--- src/rtl/serial_subtractor.sv ---
// serial_subtractor
//   Bit-serial unsigned subtractor, diff = a - b (mod 2^WIDTH), processed
//   LSB first at one bit per clock. Trades latency for a one-bit datapath.
//
// Ports:
//   clk        rising-edge clock
//   rst_n      synchronous active-low reset
//   in_valid   a/b operand pair is valid
//   in_ready   block can accept operands (high only in IDLE)
//   a, b       minuend / subtrahend, unsigned
//   out_valid  diff/borrow are valid (high only in DONE)
//   out_ready  consumer accepts the result
//   diff       (a - b) mod 2^WIDTH, holds last completed result
//   borrow     1 when a < b, registered together with diff
//
// Handshake: a transfer happens on a rising edge where valid and ready are
// both high. The producer keeps payload stable while valid is high and not
// yet accepted. in_ready and out_valid are registered and depend only on the
// FSM state, so neither channel has a combinational path to the other.
module serial_subtractor #(
  parameter int WIDTH = 4
) (
  input  logic             clk,
  input  logic             rst_n,
  input  logic             in_valid,
  output logic             in_ready,
  input  logic [WIDTH-1:0] a,
  input  logic [WIDTH-1:0] b,
  output logic             out_valid,
  input  logic             out_ready,
  output logic [WIDTH-1:0] diff,
  output logic             borrow
);

  localparam int CW = $clog2(WIDTH + 1);

  typedef enum logic [1:0] {
    IDLE = 2'd0,
    RUN  = 2'd1,
    DONE = 2'd2
  } state_t;

  state_t           state;
  logic [WIDTH-1:0] a_sh;
  logic [WIDTH-1:0] b_sh;
  logic [WIDTH-1:0] res;
  logic [WIDTH-1:0] res_next;
  logic [CW-1:0]    cnt;
  logic             br;
  logic             d_bit;
  logic             br_next;
  logic             last_bit;

  // One full-subtractor bit slice working on the operand LSBs.
  always_comb begin
    d_bit    = a_sh[0] ^ b_sh[0] ^ br;
    br_next  = (~a_sh[0] & b_sh[0]) | (~(a_sh[0] ^ b_sh[0]) & br);
    // Result bits enter at the MSB so that after WIDTH shifts the first
    // (LSB) difference bit has reached position 0.
    res_next = res >> 1;
    res_next[WIDTH-1] = d_bit;
    last_bit = (cnt == CW'(WIDTH - 1));
  end

  always_ff @(posedge clk) begin
    if (!rst_n) begin
      state     <= IDLE;
      in_ready  <= 1'b1;
      out_valid <= 1'b0;
      diff      <= '0;
      borrow    <= 1'b0;
      cnt       <= '0;
      br        <= 1'b0;
      a_sh      <= '0;
      b_sh      <= '0;
      res       <= '0;
    end else begin
      case (state)
        IDLE: begin
          if (in_valid) begin
            a_sh     <= a;
            b_sh     <= b;
            cnt      <= '0;
            br       <= 1'b0;
            in_ready <= 1'b0;
            state    <= RUN;
          end
        end
        RUN: begin
          a_sh <= a_sh >> 1;
          b_sh <= b_sh >> 1;
          res  <= res_next;
          br   <= br_next;
          cnt  <= cnt + 1'b1;
          if (last_bit) begin
            // Publish the finished result straight from the bit slice so
            // diff/borrow are already valid on the first DONE cycle.
            diff      <= res_next;
            borrow    <= br_next;
            out_valid <= 1'b1;
            state     <= DONE;
          end
        end
        DONE: begin
          if (out_ready) begin
            out_valid <= 1'b0;
            in_ready  <= 1'b1;
            state     <= IDLE;
          end
        end
        default: begin
          out_valid <= 1'b0;
          in_ready  <= 1'b1;
          state     <= IDLE;
        end
      endcase
    end
  end

endmodule

--- config.mk ---
export PLATFORM = sky130hd
export DESIGN_NAME = serial_subtractor
export DESIGN_NICKNAME = d
export VERILOG_FILES = /design/src/rtl/serial_subtractor.sv
export SDC_FILE = /design/constraint.sdc
export NUM_CORES = 1
export LEC_CHECK = 0
export CORE_UTILIZATION = 48
export CTS_CLUSTER_DIAMETER = 30
export DETAILED_ROUTE_END_ITERATION = 12
export GPL_ROUTABILITY_DRIVEN = 0
export PLACE_DENSITY_LB_ADDON = 0.2
export SYNTH_ARGS = -nofsm -noshare
export SYNTH_HDL_FRONTEND = slang
export SYNTH_SLANG_ARGS = --single-unit
--- constraint.sdc ---
create_clock -name clk -period 2.9 [get_ports clk]
set_input_delay 0.435 -clock clk [delete_from_list [all_inputs] [get_ports clk]]
set_output_delay 0.435 -clock clk [all_outputs]
set_load 0.05 [all_outputs]
# Word-level counts from Yosys, hierarchy flattened
# Cells that the tools add are included.
[classes]
addsub = 1
mux = 17
n_reduce_logical = 7
eq_ne = 6
bitwise = 9
[op_table]
columns = ["op", "count"]
rows = [
  ["4-bit one-hot mux with 2 select lines", 2],
  ["3-bit AND reduction", 3],
  ["4-bit two-way mux", 2],
  ["2-bit two-way mux", 3],
  ["2-bit inequality test, second input constant", 3],
  ["1-bit one-hot mux with 3 select lines", 2],
  ["2-bit one-hot mux with 3 select lines", 1],
  ["3-bit one-hot mux with 2 select lines", 1],
  ["1-bit two-way mux", 4],
  ["1-bit NOT", 4],
  ["2-bit AND reduction", 2],
  ["3-bit by 1-bit adder with 3-bit output, second input constant", 1],
  ["3-bit by 2-bit equality test with 1-bit output, second input constant", 1],
  ["3-bit two-way mux", 1],
  ["1-bit AND", 2],
  ["2-bit by 1-bit equality test with 1-bit output, second input constant", 1],
  ["2-bit equality test, second input constant", 1],
  ["2-bit logical NOT", 1],
  ["1-bit one-hot mux with 2 select lines", 1],
  ["2-bit nonzero test", 1],
  ["1-bit bitwise XOR", 2],
  ["1-bit bitwise OR", 1],
]
[word_totals]
ff_bits = 25
word_cells = 50
out_inout_bits = 7
input_bits = 12

# Logic depth before layout (Yosys ltp)
[depth]
depth_word = 5
mapped_depth = 6
mapped_depth_nobuf = 5

# Worst setup path before layout
# No wires, ideal clock.
[synth_path]
path_type = "in2reg"
start = "input in_valid"
end = "register b_sh[0]"
required_ps = 2781
setup_ps = 119
n_path_buf = 1
arrival_time_ps = 1123
stages = 4
path_slack_ps = 1658
path_cell_list = "or3b_1 -> buf_6 -> o221ai_1 -> nor2_1"
[synth_between]
elab_chain_len = 2
[synth_rtl]
columns = ["item", "line_no", "source"]
rows = [
  ["start, declared", "25", "input logic in_valid,"],
  ["2-bit inequality test (no source line)", "-", ""],
  ["2-bit AND reduction (no source line)", "-", ""],
  ["end signal, assigned", "91", "b_sh <= b_sh >> 1;"],
  ["end, declared", "45", "logic [WIDTH-1:0] b_sh;"],
]
# No other way between the ends.
# A chain may end at the register's enable or synchronous reset.

# Final worst setup path
[layout_path]
start = "register in_ready"
end = "output in_ready"
[layout_lines]
columns = ["item", "line_no", "source"]
rows = [
  ["start, declared", "26", "output logic in_ready,"],
  ["start signal, assigned", "68", "in_ready <= 1'b1;"],
  ["start signal, assigned", "85", "in_ready <= 1'b0;"],
  ["start signal, assigned", "107", "in_ready <= 1'b1;"],
]
# No word-level cell between the ends.

==> results.txt <==
For the number of nets produced by synthesis, the log shows 127. The run gives 513.4 MHz as the peak clock frequency supported by timing. Among all cell types in the netlist, the one instantiated most often is sky130_fd_sc_hd__dfxtp_1. The logs give 2 for the buffer depth of the longest clock path and 0.002361 mm² for the die area.

For this run, the slowest stage of the critical path takes 0.82 ns. Top-area cell type share of the netlist area: 0.4610. Yosys attributes the largest share of cell area to sky130_fd_sc_hd__dfxtp_1, sky130_fd_sc_hd__nor2_1, sky130_fd_sc_hd__o221ai_2.

The area used by sequential logic in the layout was 480.5 µm². The sequential fraction of design power was 0.583. Broken down by cell family, the worst path's largest delay share belongs to buffers and inverters.

The number of antenna violations at the first check in global routing is 0, and the post-route setup TNS is 0 ns. The count of buffers added on input and output ports is 18. The pin count of the biggest net entering global routing was 15. Final hold analysis gives a worst-case slack of 0.4726 ns. The run gives 0 as the number of pins exceeding their max-slew limit in the final report. The switching power summed over all nets is 0.1511 mW. The flow ran to the end, and the final reports show no timing, DRC or antenna violations.

The post-synthesis instance area was 0.001042 mm². For this design, the CTS-stage hold fixing added 0 buffers. Sequential area share after synthesis: 0.4610. Average cell area after synthesis: 9.306 µm². The fraction of registers with async set or reset after synthesis works out to 0. The sum of buffers and inverters on the critical path was 1; the vias per cell was 5.144.

The run gives 3367 µm as the global-route wire length before repair. Static leakage: 0.4529 nW. The class of the tightest hold or removal check is reg -> reg. The switching share of power is 0.2465. The relative area change from synthesis to final layout was 17.89%; the final standard cell count with taps included and fillers excluded was 153. The logs give 0 for the final hold violation count and 0 for the count of max-cap constraint violations. The run gives 0 as the count of warnings emitted by yosys.

The detailed-routing iteration count for the pre-antenna-repair pass is 4, and the total congestion overflow after global routing is 0. The all-layer global routing usage came out at 0.1847. In this run the count of I/O pins placed on the die edge is 19. The clock group share of total power is 0.284. The tools report the required time at the endpoint of the critical path as 2.47 ns. The run gives 762 as the number of global-route vias before repair. TritonCTS created 3 clock buffers. The cell sitting at the root of the clock tree is a sky130_fd_sc_hd__clkbuf_4. The worst slew margin relative to its limit came out at 0.5614.

Once placement completed, the tool counted placed cells totaling 149. In the synthesized netlist the dominant register cell turns out to be sky130_fd_sc_hd__dfxtp_1. Yosys mapped a number of flops with a built-in enable equal to 0.

The actual transition at the worst max-transition pin was 0.6579 ns. The synthesized netlist contains 25 unique library cells. Counting every instance in the synthesized netlist gives 112. STA classifies the critical path endpoint as an output pin.

The tools report the clock sink count as 24. The final setup violation count came out at 0. The clock slew at the register clock pins of the worst setup and hold paths was 0.13 ns. The run gives 0 as the remaining number of nets flagged by the antenna check after routing. Clock latency on the worst-skew pair, taken at its later pin, is 0.31 ns. The critical path in this run is classified as reg -> out. TritonCTS built the clock tree.

The H-tree depth was 1; the number of placement rows was 16. The portion of total power attributed to combinational logic was 0.133. After filler insertion, the fill cell instance count of the layout stands at 179.

The net count of the finished layout is 142. The multi-input gate area in the final layout was 471.7 µm². The data arrival at the endpoint of the critical path was 1.51 ns; the average wire per cell in the routed design was 12.33 µm. On the critical path, the stage with the largest delay is an instance of sky130_fd_sc_hd__clkdlybuf4s50_1.

Setup repair after global routing left no endpoint under its margin. The total area inside the core boundary comes to 0.002002 mm². The clock arrives with 0.004220 ns of skew. Sorting the synthesized cells by how often they occur yields sky130_fd_sc_hd__dfxtp_1, sky130_fd_sc_hd__nor2_1, sky130_fd_sc_hd__nand2_1, sky130_fd_sc_hd__o21ai_0. The wire-length estimate of the detail-placed layout is 1358 µm. The number of DRC violations after detailed-routing iteration 0 was 8. The post-cts repair resize count is 0. The worst-case IR drop observed on VDD is 0.2711 mV. STA classifies the critical path startpoint as a register. Once the clock tree was built, the setup fixing pass inserted 0 buffers. The part of the cycle the worst path needs came out at 0.6716.

The power per cell area was 498.8 mW/mm². The final critical path time including I/O delays and setup works out to 1.948 ns. The internal power contribution came out at 0.4618 mW.

Across all layers, the routed design uses 787 vias. For this run, design rule violations remaining after detail routing come to 0. The ratio of cells with drive above 1 in the final layout was 0.08730.

sky130_fd_sc_hd__dfxtp_1 takes more of the synthesized area than any other cell. Counting flops and latches in the post-synthesis netlist gives 24. Along the worst path, the maximum fanout reaches 3. The starting density of the core was 0.5206. The repair_antennas step left the layout with diodes totalling 0.

The die span in x is 48.60 µm, and the routed wire length is 1886 µm. The y dimension of the die is 48.60 µm. Walking the worst path, the cells encountered are clkdlybuf4s50_1. The completed layout was analyzed and its total power is 0.6129 mW.
-- final timing paths --
kind | slack, ns | cells after the start | from | end
hold / removal | 0.47 | 2 | out_valid$_SDFFE_PN0P_ | out_valid$_SDFFE_PN0P_
hold reg to reg | 0.47 | 2 | out_valid$_SDFFE_PN0P_ | out_valid$_SDFFE_PN0P_
setup / recovery | 0.95 | 1 | in_ready$_SDFFE_PN1P_ | in_ready
setup reg to reg | 1.38 | 3 | state[1]$_SDFFE_PN0P_ | res[1]$_SDFFE_PN0N_
-- routing by layer --
| layer | up-vias | share of wire | global-route usage |
|---|---|---|---|
| met3 | 2 | 0.033 | 0.03774 |
| met4 | 0 | 0.015 | 0.05882 |
| met1 | 356 | 0.47 | 0.2321 |
| met5 | - | 0 | 0 |
| met2 | 14 | 0.48 | 0.3169 |
| li1 | 415 | - | - |
-- logic make-up (layout without fill, tap and decap cells) --
logic type,count (synthesis),after routing,share of synthesized area
AOI/OAI and AO/OA,24,24,0.1741
adders and majority gates,3,3,0.04321
buffers and inverters,14,28,0.08643
DFF,24,24,0.4610
muxes,5,5,0.04922
and+or+nand+nor,42,42,0.1861
-- stage by stage --
step	setup WS [ns]	util	instance area, µm²
2_1_floorplan	1.658	-	1042
3_3_place_gp	1.035	0.5956	1192
3_5_place_dp	0.9821	0.5956	1192
4_1_cts	0.9303	0.6138	1229
5_1_grt	0.9052	0.6138	1229
6_report	0.9524	0.6138	1229
-- power by group through the flow --
stage                     combinational (mW)  sequential [mW]  clock (mW)
after detailed placement              0.0819            0.365           0
after floorplan                       0.0573            0.365           0
after global routing                  0.0913            0.360       0.196
after global placement                0.0794            0.364           0
after CTS                             0.0826            0.357       0.183
final                                 0.0813            0.357       0.174
-- cell type report --
type,count,area share
tap,27,0.02749
clock buffer,4,0.02953
multi-input combinational,74,0.3839
sequential,24,0.3910
timing repair buffer,19,0.1527
inverter,5,0.01527
-- sequential cells by signal, indices dropped and copies added (netlist names), 2 cells and up --
signal / flops
a_sh: 4
b_sh: 4
cnt: 3
diff: 4
res: 3
state: 2
-- layout by cell type (no fill, tap or decap), drive strengths merged --
| cell type | instances |
|---|---|
| nand3 | 5 |
| clkbuf | 4 |
| buf | 1 |
| o22ai | 1 |
| nand3b | 1 |
| or2 | 1 |
| a21oi | 5 |
| dfxtp | 24 |
| mux2 | 1 |
| nor2 | 19 |
| or3b | 3 |
| clkdlybuf4s50 | 18 |
| inv | 5 |
| o221ai | 6 |
| ha | 2 |
| nand2b | 3 |
| fa | 1 |
| o32ai | 2 |
| mux2i | 4 |
| nor3 | 1 |
| nand2 | 9 |
| o21ai | 9 |
| o21ba | 1 |
Note: power is estimated with default switching activity, not from simulation.
